==> config.mk <==
export PLATFORM = sky130hd
export DESIGN_NAME = cmos_sync_align_ctrl
export DESIGN_NICKNAME = d
export VERILOG_FILES = /design/src/rtl/cmos_sync_align_ctrl.sv
export SDC_FILE = /design/constraint.sdc
export NUM_CORES = 1
export LEC_CHECK = 0
export CAP_MARGIN = 20
export CELL_PAD_IN_SITES_DETAIL_PLACEMENT = 1
export CELL_PAD_IN_SITES_GLOBAL_PLACEMENT = 2
export CORE_AREA = 10 10 142 92
export DETAILED_ROUTE_END_ITERATION = 10
export DIE_AREA = 0 0 152 102
export GPL_TIMING_DRIVEN = 1
export PLACE_DENSITY = 0.75
export SLEW_MARGIN = 10
export SYNTH_ARGS = -nofsm -noshare
export SYNTH_HDL_FRONTEND = slang
export SYNTH_SLANG_ARGS = --single-unit
export TNS_END_PERCENT = 100
==> constraint.sdc <==
create_clock -name clk_input -period 2.5 [get_ports clk_input]
set_clock_uncertainty 0.2 [all_clocks]
set_input_delay 0.5 -clock clk_input [delete_from_list [all_inputs] [get_ports clk_input]]
set_output_delay 0.5 -clock clk_input [all_outputs]
set_load 0.02 [all_outputs]
==> src/rtl/cmos_sync_align_ctrl.sv <==
// -----------------------------------------------------------------------------
// cmos_sync_align_ctrl
// Word-alignment and framing controller for a 4-data + 1-sync LVDS CMOS
// receiver. It hunts for the training word in the sync-channel sliding window
// at both bit offsets and all five cycle phases, confirms lock over LOCK_CNT
// consecutive training words, then decodes sync control words into frame,
// line and pixel qualifiers.
//
// Ports
//   clk_input    in   receiver word clock (rising edge)
//   rst_n        in   asynchronous active-low reset
//   align_en     in   enables search/lock; low forces IDLE
//   sync_window  in   20-bit sync shift buffer, newest 2 bits in [1:0]
//   bit_offset   out  selected bit offset (0/1)
//   word_strobe  out  one-cycle pulse every 5 cycles while locked
//   locked       out  alignment locked
//   frame        out  frame active
//   line_valid   out  line active
//   pixel_valid  out  strobed word is pixel data
//   sync_error   out  one-cycle pulse per illegal sync word
//   err_count    out  saturating count of illegal words
//   frame_count  out  count of accepted frame-start words (wraps)
// -----------------------------------------------------------------------------
module cmos_sync_align_ctrl #(
   parameter logic [9:0] TRAIN_WORD = 10'h3A6,
   parameter logic [9:0] FS_WORD    = 10'h22A,
   parameter logic [9:0] FE_WORD    = 10'h32A,
   parameter logic [9:0] LS_WORD    = 10'h0AA,
   parameter logic [9:0] LE_WORD    = 10'h12A,
   parameter logic [9:0] IMG_WORD   = 10'h035,
   parameter int         LOCK_CNT   = 16,
   parameter int         ERR_MAX    = 4
) (
   input  logic        clk_input,
   input  logic        rst_n,
   input  logic        align_en,
   input  logic [19:0] sync_window,
   output logic        bit_offset,
   output logic        word_strobe,
   output logic        locked,
   output logic        frame,
   output logic        line_valid,
   output logic        pixel_valid,
   output logic        sync_error,
   output logic [7:0]  err_count,
   output logic [15:0] frame_count
);

   typedef enum logic [1:0] {ST_IDLE, ST_SEARCH, ST_CONFIRM, ST_LOCKED} state_t;

   localparam logic [7:0] LOCK_CNT_W = 8'(LOCK_CNT);
   localparam logic [3:0] ERR_MAX_W  = 4'(ERR_MAX);

   state_t      state_q, state_d;
   logic [2:0]  ph_q, ph_d;
   logic [7:0]  hits_q, hits_d;
   logic [3:0]  cerr_q, cerr_d;
   logic        offset_q, offset_d;
   logic        strobe_q, strobe_d;
   logic        locked_q, locked_d;
   logic        frame_q, frame_d;
   logic        line_q, line_d;
   logic        pixel_q, pixel_d;
   logic        serr_q, serr_d;
   logic [7:0]  errc_q, errc_d;
   logic [15:0] fcnt_q, fcnt_d;

   logic [9:0]  cand;
   logic        eval;
   logic        legal;
   logic        unused_window;

   // Only the lower 11 bits of the window are ever inspected.
   assign unused_window = ^sync_window[19:11];

   assign cand = offset_q ? sync_window[10:1] : sync_window[9:0];
   assign eval = (ph_q == 3'd4);

   always_comb begin
      state_d  = state_q;
      ph_d     = eval ? 3'd0 : ph_q + 3'd1;
      hits_d   = hits_q;
      cerr_d   = cerr_q;
      offset_d = offset_q;
      strobe_d = 1'b0;
      locked_d = locked_q;
      frame_d  = frame_q;
      line_d   = line_q;
      pixel_d  = 1'b0;
      serr_d   = 1'b0;
      errc_d   = errc_q;
      fcnt_d   = fcnt_q;
      legal    = 1'b0;

      case (state_q)
         ST_IDLE: begin
            offset_d = 1'b0;
            locked_d = 1'b0;
            frame_d  = 1'b0;
            line_d   = 1'b0;
            hits_d   = 8'd0;
            cerr_d   = 4'd0;
            state_d  = ST_SEARCH;
         end

         ST_SEARCH: begin
            locked_d = 1'b0;
            frame_d  = 1'b0;
            line_d   = 1'b0;
            // Offset 0 has priority when both alignments match.
            if (sync_window[9:0] == TRAIN_WORD) begin
               offset_d = 1'b0;
               ph_d     = 3'd0;
               hits_d   = 8'd1;
               state_d  = ST_CONFIRM;
            end else if (sync_window[10:1] == TRAIN_WORD) begin
               offset_d = 1'b1;
               ph_d     = 3'd0;
               hits_d   = 8'd1;
               state_d  = ST_CONFIRM;
            end
         end

         ST_CONFIRM: begin
            if (eval) begin
               if (cand == TRAIN_WORD) begin
                  hits_d = hits_q + 8'd1;
                  if (hits_q + 8'd1 == LOCK_CNT_W) begin
                     locked_d = 1'b1;
                     cerr_d   = 4'd0;
                     state_d  = ST_LOCKED;
                  end
               end else begin
                  hits_d  = 8'd0;
                  state_d = ST_SEARCH;
               end
            end
         end

         ST_LOCKED: begin
            if (eval) begin
               strobe_d = 1'b1;
               if (cand == TRAIN_WORD) begin
                  legal = !line_q;
               end else if (cand == FS_WORD) begin
                  if (!frame_q) begin
                     legal   = 1'b1;
                     frame_d = 1'b1;
                     fcnt_d  = fcnt_q + 16'd1;
                  end
               end else if (cand == LS_WORD) begin
                  if (frame_q && !line_q) begin
                     legal  = 1'b1;
                     line_d = 1'b1;
                  end
               end else if (cand == IMG_WORD) begin
                  if (line_q) begin
                     legal   = 1'b1;
                     pixel_d = 1'b1;
                  end
               end else if (cand == LE_WORD) begin
                  if (line_q) begin
                     legal  = 1'b1;
                     line_d = 1'b0;
                  end
               end else if (cand == FE_WORD) begin
                  // FE inside a line is illegal but still closes the frame.
                  if (line_q) begin
                     frame_d = 1'b0;
                     line_d  = 1'b0;
                  end else if (frame_q) begin
                     legal   = 1'b1;
                     frame_d = 1'b0;
                  end
               end

               if (legal) begin
                  cerr_d = 4'd0;
               end else begin
                  serr_d = 1'b1;
                  if (errc_q != 8'hFF) errc_d = errc_q + 8'd1;
                  cerr_d = cerr_q + 4'd1;
                  if (cerr_q + 4'd1 == ERR_MAX_W) begin
                     cerr_d   = 4'd0;
                     hits_d   = 8'd0;
                     locked_d = 1'b0;
                     frame_d  = 1'b0;
                     line_d   = 1'b0;
                     state_d  = ST_SEARCH;
                  end
               end
            end
         end

         default: state_d = ST_IDLE;
      endcase

      // Disabling alignment overrides everything, including a pending decode.
      if (!align_en) begin
         state_d  = ST_IDLE;
         hits_d   = 8'd0;
         cerr_d   = 4'd0;
         offset_d = 1'b0;
         strobe_d = 1'b0;
         locked_d = 1'b0;
         frame_d  = 1'b0;
         line_d   = 1'b0;
         pixel_d  = 1'b0;
         serr_d   = 1'b0;
         errc_d   = errc_q;
         fcnt_d   = fcnt_q;
      end
   end

   always_ff @(posedge clk_input or negedge rst_n) begin
      if (!rst_n) begin
         state_q  <= ST_IDLE;
         ph_q     <= 3'd0;
         hits_q   <= 8'd0;
         cerr_q   <= 4'd0;
         offset_q <= 1'b0;
         strobe_q <= 1'b0;
         locked_q <= 1'b0;
         frame_q  <= 1'b0;
         line_q   <= 1'b0;
         pixel_q  <= 1'b0;
         serr_q   <= 1'b0;
         errc_q   <= 8'd0;
         fcnt_q   <= 16'd0;
      end else begin
         state_q  <= state_d;
         ph_q     <= ph_d;
         hits_q   <= hits_d;
         cerr_q   <= cerr_d;
         offset_q <= offset_d;
         strobe_q <= strobe_d;
         locked_q <= locked_d;
         frame_q  <= frame_d;
         line_q   <= line_d;
         pixel_q  <= pixel_d;
         serr_q   <= serr_d;
         errc_q   <= errc_d;
         fcnt_q   <= fcnt_d;
      end
   end

   assign bit_offset  = offset_q;
   assign word_strobe = strobe_q;
   assign locked      = locked_q;
   assign frame       = frame_q;
   assign line_valid  = line_q;
   assign pixel_valid = pixel_q;
   assign sync_error  = serr_q;
   assign err_count   = errc_q;
   assign frame_count = fcnt_q;

endmodule
==> flow_summary.ini <==
[sta]
timing.fmax_mhz = 352.0
max_slew_margin_pct = 65.41
hold_viol_final = 0
finalMaxSlewViolations = 0
rsz0062_at_grt = yes
period_share_pct = 113.6
worstMarginPinSlew_ns = 0.5124
setup_violations = 26
fin_ws_ns = -0.3410
min_period_ns = 2.841

[detailed_routing]
firstDrtPassIters = 4
wl_microns = 10220
drt_iter0_drc = 160
top_layer_used = met4
viasPerCell = 5.083
drt-met1-wl_microns = 4982
met3WireLength_microns = 447
antenna_left = 0
dr_wl_met2_microns = 4700
wl_per_cell_microns = 18.05
drc = 0
num_vias = 2877

[cells_and_area]
final_nets = 460
syn_to_final_growth_pct = 58.08
drive_above_1_share_pct = 35.13
design_area_sq_um = 4652
diodes = 0
instances_no_fill = 566

[min_path]
hold_path_class = register to register

[synth]
synth_most_common_cell = dfrtp_1
synth_common_cells = dfrtp_1, nand2_1, inv_1, nor2_1, xnor2_1
avgSynthCellArea_sq_um = 9.555
synth_nets = 342
synth-seq-cells = 48
synth_top_area_cell = dfrtp_1
synth_area_sq_um = 2943
synth_cells = 308
synthFlopType = dfrtp_1
yosys_warnings = 0
synth_edf_count = 0
ys_seq_area_share_pct = 40.82
synth_area_leaders = dfrtp_1, xnor2_1, ha_1
synth_cell_types = 69
synth_top_area_share_pct = 40.82
async_flop_share_pct = 100.0

[status]
violations = negative setup slack
status = complete, but fails checks

[clocking]
tritoncts = done
clkTransAtPathRegs_ns = 0.06
clkLatencyLatePin_ns = 0.29
ctsRootBufferMaster = clkbuf_16
cts.sinks = 48
cts_max_level = 2
cts.path.max_buffers = 2
numCtsBuffers = 5

[power_and_ir_drop]
power_leakage_nw = 2.081
irDropWorstVdd_v = 0.0002876
p_per_area_nw_per_um2 = 480.6
finalPower_mw = 2.236

[placement]
place_area_sq_um = 3951
dp.cells = 538
place_congestion = 0.7967
port_buffers = 44
place_ws_ns = -0.7977
hpwl_microns = 7517

[floorplanning]
dieArea_sq_um = 15500
core.rowCount = 29
io_pins = 54
die_x_microns = 152
start_util_pct = 28.36
die_h_microns = 102
coreArea_sq_um = 10380

[global_routing]
antenna_found_initial = 0
grt_pass1_vias = 3022
grt_max_degree = 22
gr-usage-all-layers_pct = 12.66
overflow = 0
grt_pass1_wl_microns = 16310

[run]
drv_cap = 0

[worst_setup_path]
critPathKind = register to register
crit_required_ns = 2.50
end_kind = register
setup.worst_path.start_class = register
cp.arrival_ns = 2.84
critPathMaxFanout = 5
==> per-stage QoR <==
stage / hold WS (ns) / utilization (%) / setup TNS [ns]
2_1_floorplan: 0.004409 / - / -2.400
3_3_place_gp: 0.2550 / 38.08 / -23.49
3_5_place_dp: 0.2641 / 38.08 / -23.95
4_1_cts: 0.2763 / 43.20 / -5.896
5_1_grt: 0.2803 / 44.83 / -9.406
6_report: 0.2707 / 44.83 / -7.178
==> registers in the layout, summed over array words and instances, names as in the netlist <==
register     flops
frame_count     16
err_count        8
hits_q           8
cerr_q           4
ph_q             3
state_q          2
bit_offset       1
frame            1
line_valid       1
locked           1
pixel_valid      1
sync_error       1
word_strobe      1
==> where the power goes <==
| part | internal, mW | switching (mW) | total, mW | leakage, nW |
|---|---|---|---|---|
| sequential | 0.827 | 0.0535 | 0.880 | 0.656 |
| clock | 0.398 | 0.302 | 0.701 | 0.0691 |
| combinational | 0.288 | 0.367 | 0.655 | 1.36 |
==> routing by layer <==
layer  vias to the layer above  track usage, %
li1                       1365               -
met1                      1454           16.91
met2                        47           20.57
met3                        11           3.062
met4                         0           2.432
met5                         -               0
==> path summary, 6_finish.rpt <==
check,startpoint,endpoint,slack [ns],depth (start not counted)
max,bit_offset,hits_q[6],-0.34,8
min,ph_q[0],ph_q[0],0.27,1
max reg2reg,bit_offset,hits_q[6],-0.34,8
min reg2reg,ph_q[0],ph_q[0],0.27,1
max in group asynchronous,rst_n,err_count[3],1.05,3
min in group asynchronous,rst_n,cerr_q[2],0.49,2
==> cell usage in the layout, fill, tap and decap left out, types with 8 or more instances in the layout <==
| cell | n |
|---|---|
| ha_1 | 11 |
| dfrtp_1 | 47 |
| o21ai_1 | 8 |
| nand2_1 | 26 |
| nand3_1 | 10 |
| nand4_1 | 9 |
| nand2b_1 | 8 |
| xnor2_1 | 15 |
| clkdlybuf4s50_1 | 33 |
| buf_6 | 13 |
| dlygate4sd2_1 | 8 |
| inv_1 | 16 |
| buf_4 | 57 |
| nor2_1 | 12 |
==> worst max-delay path, cell delays in order, from the launching register on <==
cell and delay [ns]:
dfrtp_2 0.44, buf_6 0.14, or4b_4 0.52, a211o_4 0.39, nor4b_4 0.24, a21oi_2 0.06
a32o_2 0.28, or2_4 0.28, o31ai_2 0.21
==> what timing repair did <==
action                                  4_1_cts  5_1_grt
setup buffers                                17        4
hold buffers                                  1        0
pin swaps                                    21       18
gates cloned                                  1        0
gates resized for setup                      68       32
endpoints found under the setup margin       37       37
endpoints found under the hold margin        14        0
==> cell families (layout without fill, tap and decap cells) <==
family | after synthesis | after routing | share of synthesized area (%)
AND/OR/NAND/NOR | 131 | 132 | 26.11
AO/OA/AOI/OAI | 65 | 65 | 15.73
flip-flops | 48 | 48 | 40.82
XOR/XNOR | 24 | 24 | 7.143
buffers and inverters | 24 | 142 | 3.741
adder cells (fa/ha/maj) | 11 | 11 | 4.677
multiplexers | 5 | 5 | 1.786
==> cell type report <==
| type | instances | area [sq um] |
|---|---|---|
| clock buffers | 6 | 138.9 |
| clock inverters | 2 | 15.01 |
| fillers | 1162 | 5725 |
| inverters | 17 | 63.81 |
| multi-input cells | 237 | 2018 |
| flip-flops and latches | 48 | 1202 |
| well taps | 139 | 173.9 |
| repair buffers | 117 | 1040 |
Note: power is estimated with default switching activity, not from simulation.
